## config.mk

```make
export PLATFORM = sky130hd
export DESIGN_NAME = gvp_stream_packer_flat
export DESIGN_NICKNAME = d
export VERILOG_FILES = /design/src/rtl/gvp_stream_packer_pkg.sv /design/src/rtl/gvp_stream_packer_if.sv /design/src/rtl/gvp_stream_packer_srcs.sv /design/src/rtl/gvp_stream_packer.sv /design/src/flat_wrapper.sv
export SDC_FILE = /design/constraint.sdc
export NUM_CORES = 2
export LEC_CHECK = 0
export BUFFER_PORTS_ARGS = -buffer_cell sky130_fd_sc_hd__buf_2
export CAP_MARGIN = 20
export CORE_ASPECT_RATIO = 0.9
export CORE_MARGIN = 5
export CORE_UTILIZATION = 40
export CTS_CLUSTER_DIAMETER = 100
export DETAILED_ROUTE_END_ITERATION = 10
export GPL_ROUTABILITY_DRIVEN = 1
export GPL_TIMING_DRIVEN = 1
export SYNTH_ARGS = -nofsm -noshare
export SYNTH_HDL_FRONTEND = slang
export SYNTH_SLANG_ARGS = --single-unit
```

## constraint.sdc

```tcl
create_clock -name a_clk -period 11.22 [get_ports a_clk]
set_clock_uncertainty 0.05 [all_clocks]
set_input_delay 0.561 -clock a_clk [delete_from_list [all_inputs] [get_ports a_clk]]
set_output_delay 0.561 -clock a_clk [all_outputs]
set_load 0.005 [all_outputs]
```

## src/rtl/gvp_stream_packer_pkg.sv

```systemverilog
// Shared types and constants for the GVP stream packer: trigger codes,
// packet lengths, word-0 layout and the latched snapshot record.
package gvp_stream_pkg;

   typedef enum logic [1:0] {
      ST_NONE = 2'd0,
      ST_DATA = 2'd1,
      ST_HDR  = 2'd2,
      ST_END  = 2'd3
   } store_e;

   typedef enum logic {
      IDLE = 1'b0,
      SEND = 1'b1
   } state_e;

   localparam int HDR_WORDS   = 8;
   localparam int END_WORDS   = 3;
   localparam int W0_TYPE_LSB = 30;
   localparam int W0_NW_LSB   = 24;
   localparam int W0_IDX_W    = 24;

   typedef struct packed {
      logic [1:0]  kind;
      logic [23:0] index;
      logic [47:0] gtime;
      logic [31:0] x;
      logic [31:0] y;
      logic [31:0] z;
      logic [31:0] u;
      logic [31:0] options;
   } snap_t;

   function automatic logic [31:0] mk_w0(input logic [1:0] kind, input logic [5:0] nw,
                                         input logic [23:0] idx);
      logic [31:0] w;
      w = '0;
      w[W0_TYPE_LSB +: 2]  = kind;
      w[W0_NW_LSB +: 6]    = nw;
      w[0 +: W0_IDX_W]     = idx;
      return w;
   endfunction

   function automatic logic [5:0] popcount16(input logic [15:0] v);
      logic [5:0] c;
      c = '0;
      for (int i = 0; i < 16; i++) c = c + 6'(v[i]);
      return c;
   endfunction

endpackage

```

## src/rtl/gvp_stream_packer_if.sv

```systemverilog
// 32-bit AXI-Stream link from the packer to the DMA/FIFO.
interface gvp_stream_packer_if;
   logic [31:0] tdata;
   logic        tvalid;
   logic        tready;
   logic        tlast;

   modport master (output tdata, output tvalid, output tlast, input tready);
   modport slave  (input tdata, input tvalid, input tlast, output tready);
endinterface

```

## src/rtl/gvp_stream_packer_srcs.sv

```systemverilog
// Source-mask latch: registered popcount plus a finder that maps a packet
// word pointer (1..P) to the index of the matching selected source.
module gvp_srcs_select
   import gvp_stream_pkg::*;
#(
   parameter int NUM_SRCS = 16,
   parameter int IDX_W    = 4
) (
   input  logic                clk,
   input  logic                reset,
   input  logic                load_i,
   input  logic [NUM_SRCS-1:0] mask_i,
   input  logic [5:0]          word_ptr_i,
   output logic [5:0]          pcnt_o,
   output logic [IDX_W-1:0]    src_idx_o
);
   logic [NUM_SRCS-1:0] mask_q;
   logic [5:0]          pcnt_q;
   logic [5:0]          seen;
   logic [5:0]          target;

   always_ff @(posedge clk) begin
      if (reset) begin
         mask_q <= '0;
         pcnt_q <= '0;
      end else if (load_i) begin
         mask_q <= mask_i;
         pcnt_q <= popcount16(16'(mask_i));
      end
   end

   assign pcnt_o = pcnt_q;
   assign target = word_ptr_i - 6'd1;

   // Word 1 carries the lowest selected source, word 2 the next, and so on.
   always_comb begin
      src_idx_o = '0;
      seen      = '0;
      for (int k = 0; k < NUM_SRCS; k++) begin
         if (mask_q[k]) begin
            if (seen == target) src_idx_o = IDX_W'(k);
            seen = seen + 6'd1;
         end
      end
   end

endmodule

```

## src/rtl/gvp_stream_packer.sv

```systemverilog
// Snapshots GVP state on each store trigger and emits it as one framed
// AXI-Stream packet; back-pressure is reflected to the GVP via stall.
module gvp_stream_packer
   import gvp_stream_pkg::*;
#(
   parameter int NUM_SRCS = 16
) (
   input  logic                   a_clk,
   input  logic                   reset,
   input  logic [1:0]             store_data,
   input  logic [31:0]            index,
   input  logic [47:0]            gvp_time,
   input  logic [31:0]            pos_x,
   input  logic [31:0]            pos_y,
   input  logic [31:0]            pos_z,
   input  logic [31:0]            pos_u,
   input  logic [31:0]            options,
   input  logic [NUM_SRCS*32-1:0] src_data,
   gvp_stream_packer_if.master    M_AXIS,
   output logic                   stall,
   output logic                   busy,
   output logic [31:0]            packet_count,
   output logic [15:0]            overrun_count
);
   localparam int IDX_W = (NUM_SRCS > 1) ? $clog2(NUM_SRCS) : 1;

   state_e                     state_q;
   logic [1:0]                 store_q;
   logic [31:0]                index_q;
   logic [5:0]                 ptr_q;
   snap_t                      snap_q, snap_d;
   logic [NUM_SRCS-1:0][31:0]  src_q;
   logic [31:0]                pkt_cnt_q;
   logic [15:0]                ovr_cnt_q, ovr_cnt_d;

   logic             trig, hs, last, accept, snap;
   logic [5:0]       pcnt, nwords;
   logic [IDX_W-1:0] src_idx;
   logic [31:0]      w0, word;

   assign trig   = (store_data != 2'd0) && ((store_data != store_q) || (index != index_q));
   assign hs     = (state_q == SEND) && M_AXIS.tready;
   assign last   = (ptr_q == nwords - 6'd1);
   assign accept = (state_q == IDLE) || (hs && last);
   assign snap   = trig && accept;

   assign snap_d = '{kind: store_data, index: index[23:0], gtime: gvp_time,
                     x: pos_x, y: pos_y, z: pos_z, u: pos_u, options: options};
   assign ovr_cnt_d = (ovr_cnt_q == 16'hFFFF) ? ovr_cnt_q : ovr_cnt_q + 16'd1;

   gvp_srcs_select #(.NUM_SRCS(NUM_SRCS), .IDX_W(IDX_W)) u_srcs (
      .clk        (a_clk),
      .reset      (reset),
      .load_i     (snap),
      .mask_i     (options[16 +: NUM_SRCS]),
      .word_ptr_i (ptr_q),
      .pcnt_o     (pcnt),
      .src_idx_o  (src_idx)
   );

   always_comb begin
      nwords = 6'd0;
      case (snap_q.kind)
         ST_HDR:  nwords = 6'(HDR_WORDS);
         ST_END:  nwords = 6'(END_WORDS);
         ST_DATA: nwords = 6'd1 + pcnt;
         default: nwords = 6'd0;
      endcase
   end

   assign w0 = mk_w0(snap_q.kind, nwords, snap_q.index);

   // Header and end packets share the same word layout for words 0..2.
   always_comb begin
      word = '0;
      if (snap_q.kind == ST_DATA) begin
         word = (ptr_q == 6'd0) ? w0 : src_q[src_idx];
      end else begin
         case (ptr_q)
            6'd0:    word = w0;
            6'd1:    word = snap_q.gtime[31:0];
            6'd2:    word = {16'h0, snap_q.gtime[47:32]};
            6'd3:    word = snap_q.x;
            6'd4:    word = snap_q.y;
            6'd5:    word = snap_q.z;
            6'd6:    word = snap_q.u;
            6'd7:    word = snap_q.options;
            default: word = '0;
         endcase
      end
   end

   always_ff @(posedge a_clk) begin
      if (reset) begin
         state_q   <= IDLE;
         store_q   <= '0;
         index_q   <= '0;
         ptr_q     <= '0;
         snap_q    <= '0;
         src_q     <= '0;
         pkt_cnt_q <= '0;
         ovr_cnt_q <= '0;
      end else begin
         store_q <= store_data;
         index_q <= index;
         if (snap) begin
            state_q <= SEND;
            ptr_q   <= '0;
            snap_q  <= snap_d;
            src_q   <= src_data;
         end else if (hs) begin
            if (last) begin
               state_q <= IDLE;
               ptr_q   <= '0;
            end else begin
               ptr_q <= ptr_q + 6'd1;
            end
         end
         if (hs && last)      pkt_cnt_q <= pkt_cnt_q + 32'd1;
         if (trig && !accept) ovr_cnt_q <= ovr_cnt_d;
      end
   end

   assign M_AXIS.tvalid = (state_q == SEND);
   assign M_AXIS.tlast  = (state_q == SEND) && last;
   assign M_AXIS.tdata  = (state_q == SEND) ? word : 32'h0;
   assign busy          = (state_q == SEND);
   assign stall         = busy || !M_AXIS.tready;
   assign packet_count  = pkt_cnt_q;
   assign overrun_count = ovr_cnt_q;

endmodule

```

## src/flat_wrapper.sv

```systemverilog
// flat-port wrapper written by rule: the top's interface ports become plain ports
module gvp_stream_packer_flat import gvp_stream_pkg::*;
#(
   parameter int NUM_SRCS = 16
)
  (a_clk, reset, store_data, index, gvp_time, pos_x, pos_y, pos_z, pos_u, options, src_data, stall, busy, packet_count, overrun_count, M_AXIS_tdata, M_AXIS_tvalid, M_AXIS_tlast, M_AXIS_tready);
  gvp_stream_packer_if M_AXIS_i ();
  input  logic a_clk;
  input  logic reset;
  input  logic [1:0] store_data;
  input  logic [31:0] index;
  input  logic [47:0] gvp_time;
  input  logic [31:0] pos_x;
  input  logic [31:0] pos_y;
  input  logic [31:0] pos_z;
  input  logic [31:0] pos_u;
  input  logic [31:0] options;
  input  logic [NUM_SRCS*32-1:0] src_data;
  output logic stall;
  output logic busy;
  output logic [31:0] packet_count;
  output logic [15:0] overrun_count;
  output wire logic [$bits(M_AXIS_i.tdata)-1:0] M_AXIS_tdata;
  output wire logic [$bits(M_AXIS_i.tvalid)-1:0] M_AXIS_tvalid;
  output wire logic [$bits(M_AXIS_i.tlast)-1:0] M_AXIS_tlast;
  input wire logic [$bits(M_AXIS_i.tready)-1:0] M_AXIS_tready;
  assign M_AXIS_tdata = M_AXIS_i.tdata;
  assign M_AXIS_tvalid = M_AXIS_i.tvalid;
  assign M_AXIS_tlast = M_AXIS_i.tlast;
  assign M_AXIS_i.tready = M_AXIS_tready;
  gvp_stream_packer #(.NUM_SRCS(NUM_SRCS)) u_core (.a_clk(a_clk), .reset(reset), .store_data(store_data), .index(index), .gvp_time(gvp_time), .pos_x(pos_x), .pos_y(pos_y), .pos_z(pos_z), .pos_u(pos_u), .options(options), .src_data(src_data), .M_AXIS(M_AXIS_i), .stall(stall), .busy(busy), .packet_count(packet_count), .overrun_count(overrun_count));
endmodule
```

Word-level counts from Yosys, hierarchy flattened
Index checks and enable logic that the tools add are counted.

cells by class
  $add $sub $neg = 35
  $lt $le $gt $ge = 1
  eq/ne operators = 29
  multiplexer cells = 56
  bitwise operators = 2
  reduce and logical (&&, ||, !) cells = 18

operators by type and width
  cell                                                 number
  case mux 32 bit (8 select lines)                     1
  binary-select mux 32 bit (select 4 bit)              1
  2-to-1 mux 32 bit                                    4
  2-to-1 mux 4 bit                                     28
  equality test 6 bit                                  16
  adder 6 x 1 -> 6 bit, second input constant          15
  2-to-1 mux 6 bit                                     15
  adder 6 x 1 -> 6 bit                                 10
  adder 32 x 1 -> 32 bit, second input constant        1
  != test 32 bit                                       1
  equality test 6 x 3 -> 1 bit, second input constant  4
  case mux 6 bit (3 select lines)                      1
  adder 16 x 1 -> 16 bit, second input constant        1
  equality test 16 bit, second input constant          1
  equality test 6 x 2 -> 1 bit, second input constant  2
  subtractor 6 x 1 -> 6 bit, second input constant     2
  adder 1 x 6 -> 6 bit, first input constant           1
  adder 5 x 1 -> 6 bit                                 1
  equality test 6 x 1 -> 1 bit, second input constant  1
  logical AND 1 bit                                    6
  logical NOT 6 bit                                    1
  2-to-1 mux 1 bit                                     6
  nonzero test 2 bit                                   3
  adder 4 x 1 -> 5 bit                                 1
  other kinds (12)                                     18

word-level totals
  register bits = 857
  input port bits = 757
  word-level logic and storage cells = 173

Logic depth before layout (Yosys ltp)
  word-level depth = 37
  depth in mapped cells = 53

By module
Synthesis repeated with hierarchy kept, for this count alone.

unflattened totals
  cells, all modules = 4935
  area total of the unflattened synthesis = 42627.1 sq um

by module, submodules not included
  module             instances  cells an instance  area each (sq um)  seq. area each (sq um)
  gvp_stream_packer  1          4380               38096.5            16716.0
  gvp_srcs_select    1          555                4530.6             420.4

Least setup slack after synthesis
No wires, ideal clock.

  path kind = reg-to-output
  from = reg u_core.u_srcs.mask_q[0]
  to = out M_AXIS_tdata[27]
  arrival = 10.002 ns
  data required time = 10.609 ns
  path slack = 0.607 ns
  cell stages (with the launch flop) = 51
  path buffers = 2
  cell sequence = dfxtp_1 inv_1 ha_1 buf_2 xor2_1 ha_1 nand2b_1 o31ai_4 xor2_1 ha_1 nand2b_1 o21a_1 ha_1 mux2i_1 nor2_1 ha_1 nand2_1 o31ai_1 (+15 left out) ha_1 mux2i_1 inv_1 ha_1 nand2_1 o21ai_0 ha_1 xnor2_1 o21ai_0 nand2_1 or3_1 nor3_2 a21o_1 buf_2 mux2_2 o211a_1 nor4_1 o211ai_1

on the way
  cells in the longest elaborated chain, start to end = 37
  elaborated cells on any way between the ends = 79
  classes of those cells = add/sub (14); eq/ne (15); mux (50)

ends and longest elaborated chain
  what                                                         RTL line                                                    text
  start: declaration                                           gvp_stream_packer_srcs.sv:17                                logic [NUM_SRCS-1:0] mask_q;
  start signal: assignment                                     gvp_stream_packer_srcs.sv:27                                mask_q <= mask_i;
  2-to-1 mux 1 bit (*)                                         gvp_stream_packer_srcs.sv:40                                if (mask_q[k]) begin
  adder 6 x 1 -> 6 bit or equality test 6 bit (tied branches)  gvp_stream_packer_srcs.sv:42, gvp_stream_packer_srcs.sv:41
  2-to-1 mux 6 bit or 2-to-1 mux 1 bit (tied branches)         gvp_stream_packer_srcs.sv:40, gvp_stream_packer_srcs.sv:41
  adder 6 x 1 -> 6 bit, or another cell as far along           gvp_stream_packer_srcs.sv:42                                seen = seen + 6'd1;
  2-to-1 mux 6 bit or 2-to-1 mux 4 bit (tied branches)         gvp_stream_packer_srcs.sv:40, gvp_stream_packer_srcs.sv:41
  adder 6 x 1 -> 6 bit, or another cell as far along           gvp_stream_packer_srcs.sv:42
  2-to-1 mux 6 bit or 2-to-1 mux 4 bit (tied branches)         gvp_stream_packer_srcs.sv:40, gvp_stream_packer_srcs.sv:41
  adder 6 x 1 -> 6 bit, or another cell as far along           gvp_stream_packer_srcs.sv:42
  (+21 left out)                                               --
  equality test 6 bit or 2-to-1 mux 4 bit (tied branches)      gvp_stream_packer_srcs.sv:41, gvp_stream_packer_srcs.sv:40
  2-to-1 mux 4 bit                                             gvp_stream_packer_srcs.sv:41                                if (seen == target) src_idx_o = IDX_W'(k);
  2-to-1 mux 4 bit (*)                                         gvp_stream_packer_srcs.sv:40
  binary-select mux 32 bit (select 4 bit) (*)                  gvp_stream_packer.sv:77                                     word = (ptr_q == 6'd0) ? w0 : src_q[src_idx];
  2-to-1 mux 32 bit (not written as such) (*)                  gvp_stream_packer.sv:77
  2-to-1 mux 32 bit (*)                                        gvp_stream_packer.sv:77
  2-to-1 mux 32 bit (*)                                        gvp_stream_packer.sv:76                                     if (snap_q.kind == ST_DATA) begin
  2-to-1 mux 32 bit (*)                                        gvp_stream_packer.sv:126                                    assign M_AXIS.tdata = (state_q == SEND) ? word : 32'h0;
  end: declaration                                             flat_wrapper.sv:23                                          output wire logic [$bits(M_AXIS_i.tdata)-1:0] M_AXIS_tdata;

Every way passes the cells marked *; elsewhere a longest branch is shown, timed or not. The select of a mux whose other input is x is not followed.

Worst setup path after layout
  from = reg u_core.u_srcs.mask_q[0]
  to = out M_AXIS_tdata[10]

Same word-level chain as after synthesis.

==> impl_metrics.yaml <==
critical_path:
  cp-startpoint: "u_core.u_srcs.mask_q[0]"
  critPathMaxFanout: 12
  r2r-start: "u_core.snap_q[233]"
  path_common_cell: "buf_4"
  endpoint_kind: "output pin"
  rr_endpoint: "u_core.src_q[161]"
  r2r_slack_ns: 5.87
  path_buf_inv: 41
  r2r_cells: 14
  cpLargestDelayFamily: "buffers and inverters"
  crit_slowest_cell: "dfxtp_4"
  endpoint: "M_AXIS_tdata[10]"
  arrival_ns: 10.63
  cpPeakStageDelay_ns: 0.37
  worstPathRequired_ns: 10.61
  critPathLaunchType: "flip-flop"
  crit_cells: 62
  critPathKind: "flip-flop to output pin"
worst_hold_path:
  hold_class: "input port to flip-flop"
power:
  vdd_ir_drop_max_v: 0.000129
  pwr_density_cell_nw_per_um2: 154
  p_leak_uw: 0.0208
  finalPower_uw: 7860
floorplanning:
  die_h_um: 308
  dieArea_sq_um: 105000
  design.core.area_sq_um: 97900
  rows: 109
  ios: 841
  die_w_um: 341
  initial_core_util_pct: 40.2
logic_synthesis:
  synth_common_cells: "1908 x nand2_1, 850 x a21oi_1, 840 x dfxtp_1"
  synth_xor_area_share_pct: 4.67
  synth_edf_count: 0
  ys.flop_type: "dfxtp_1"
  synth_seq_cells: 840
  synth-simple-area-share_pct: 25.1
  synthTopCellsByArea: "dfxtp_1 43%, nand2_1 18%, a21oi_1 11%, clkbuf_1 3.2%, mux2i_1 3.0%"
  synthAdderAreaFrac_pct: 1.36
  synth_nets: 6037
  netlist_area_sq_um: 39300
  synth_top_area_share_pct: 42.7
  syn-mean-instance-area_sq_um: 7.50
  seq_area_frac_synth_pct: 42.7
  async_reset_ff_share_pct: 0
  synth_compound_area_share_pct: 17.6
  synth_mux_area_share_pct: 3.77
  synth_top_family_by_area: "simple AND/OR/NAND/NOR gates"
  yosysMostFrequentCell: "nand2_1"
  netlist.top_cell.by_area: "dfxtp_1"
  ys_warn_count: 0
  synth.distinct_cells: 97
  netlist_instances: 5244
clocking:
  cts_made_buffers: 91
  clk_path_buf_depth: 3
  cts.sinks: 840
  cts-hold-fix-buffers: 0
  cts.clk_slew.worst_paths_ns: 0.06
  cts_tree: "done"
  cts_root_buf: "clkbuf_16"
  clock_latency_ns: 0.69
  h-tree-depth: 3
placed_design:
  io_buffers: 840
  place.gp.congestion: 1.00
  dp_slack_ns: -0.347
  place_hpwl_um: 137000
  dpl_cell_area_sq_um: 45000
global_routing:
  overflow: 0
  grtUsageTotal_pct: 32.8
  grt_pass1_vias: 38200
  grt_pass1_wl_um: 257000
  grt_max_degree: 241
  antenna_found_initial: 50
route:
  viasPerCell: 5.56
  vias: 41400
  first_pass_iters: 6
  drtAntennaViolNets: 0
  route.detailed.drc: 0
  routedWlPerCell_um: 24.9
  first_iter_violations: 4361
  drt_wl_total_um: 185000
job:
  cap_violations: 0
layout:
  layout-drive-gt1-share_pct: 24.6
  layout.nets: 6850
  final_util_pct: 52.3
  final_area_sq_um: 51200
  fillers: 9693
  areaGrowthSynthToFinish_pct: 30.1
timing:
  worst_pin_slew_ns: 1.29
  relSlewSlack_pct: 14.1
  setup_ws_ns: -0.0195
  finalSetupViolations: 1
  fmax_mhz: 89.0
  fin_crit_sh_pct: 100
  timing.setup.tns_ns: -0.0195
  layout_min_cycle_time_ns: 11.24
  slew_violations: 0
  rsz0062_at_grt: "yes"
  hold_violations: 0
run_status:
  violations: "negative setup slack"
  status: "finished, violations left"
==> final cells by class <==
type                       count  area (sq um)  area share (%)
tap                         1276          1600            3.12
clock inverter                26           423           0.826
timing repair buffer        1125          7300            14.3
inverter                      46           173           0.337
antenna                       29          72.6           0.142
sequential                   840         16800            32.9
multi-input combinational   3953         22100            43.1
clock buffer                 142          2730            5.33
==> flip-flops by register name (all words and copies together), names as in the netlist <==
signal                cells
u_core.index_q           32
u_core.ptr_q              6
u_core.M_AXIS.tvalid      1
u_core.overrun_count     16
u_core.packet_count      32
u_core.u_srcs.pcnt_o      5
u_core.src_q            512
u_core.store_q            2
u_core.snap_q           218
u_core.u_srcs.mask_q     16
==> worst min-delay path, stage by stage <==
cell     delay (ns)
buf_2          0.09
nand2_1        0.04
a21oi_1        0.05
==> report_power, final <==
part	switching (uW)	internal, uW	leakage [uW]
clock	1330	1810	0.00154
combinational	808	595	0.0124
sequential	152	3170	0.00691
total	2290	5570	0.0208
==> per-layer routing <==
metal / vias up / GRT usage [%] / share of wire [%]
met5: - / 0 / 0.13
met4: 36 / 12.7 / 4.5
met3: 356 / 9.19 / 10
met2: 1874 / 51.1 / 44
met1: 19800 / 43.3 / 41
li1: 19300 / - / -
==> metrics by stage <==
step | hold WS (ns) | cells
floorplan | 0.383 | 5244
global placement | 0.392 | 7116
detailed placement | 0.396 | 7116
CTS | 0.0158 | 7351
global route | 0.0368 | 7416
finish | 0.0484 | 7437
==> kinds of logic (layout without fill, tap and decap cells) <==
group                    after synthesis  after routing
buffers and inverters                451           1339
AND/OR/NAND/NOR                     2402           2402
other                                  0             29
AO/OA/AOI/OAI                       1182           1182
multiplexers                         143            143
flip-flops                           840            840
adder cells (fa/ha/maj)               37             37
XOR/XNOR                             189            189
==> worst min-delay path by stage <==
stage,startpoint,end,cells past startpoint
3_3_place_gp,u_core.src_q[82],u_core.src_q[82],2
4_1_cts,pos_y[9],u_core.snap_q[105],3
3_5_place_dp,u_core.snap_q[206],u_core.snap_q[206],2
6_report,options[10],u_core.snap_q[10],3
2_1_floorplan,u_core.src_q[351],u_core.src_q[351],2
5_1_grt,pos_y[9],u_core.snap_q[105],3
==> cells in the final DEF, fill, tap and decap left out, types with 29 or more instances in the layout <==
cell type / netlist / routed
nand2_1: 1908 / 1890
a21oi_1: 850 / 837
dfxtp_1: 840 / 837
buf_2: 37 / 821
buf_4: 13 / 219
nand3_1: 155 / 140
mux2i_1: 119 / 102
xnor2_1: 109 / 100
clkbuf_16: 0 / 100
nor2_1: 88 / 83
xor2_1: 67 / 61
nor2b_1: 49 / 47
inv_1: 45 / 43
a22o_1: 42 / 42
a22oi_1: 37 / 37
o21ai_0: 38 / 31
buf_12: 1 / 31
nor3_1: 35 / 30
diode_2: 0 / 29
==> timing repair <==
action | in CTS | in global routing
setup buffers | 61 | 51
gates resized for setup | 101 | 233
cloned | 6 | 9
pin swaps | 41 | 73
endpoints found under the setup margin | 32 | 32
endpoints found under the hold margin | 0 | 0
(Power assumes the default switching activity.)
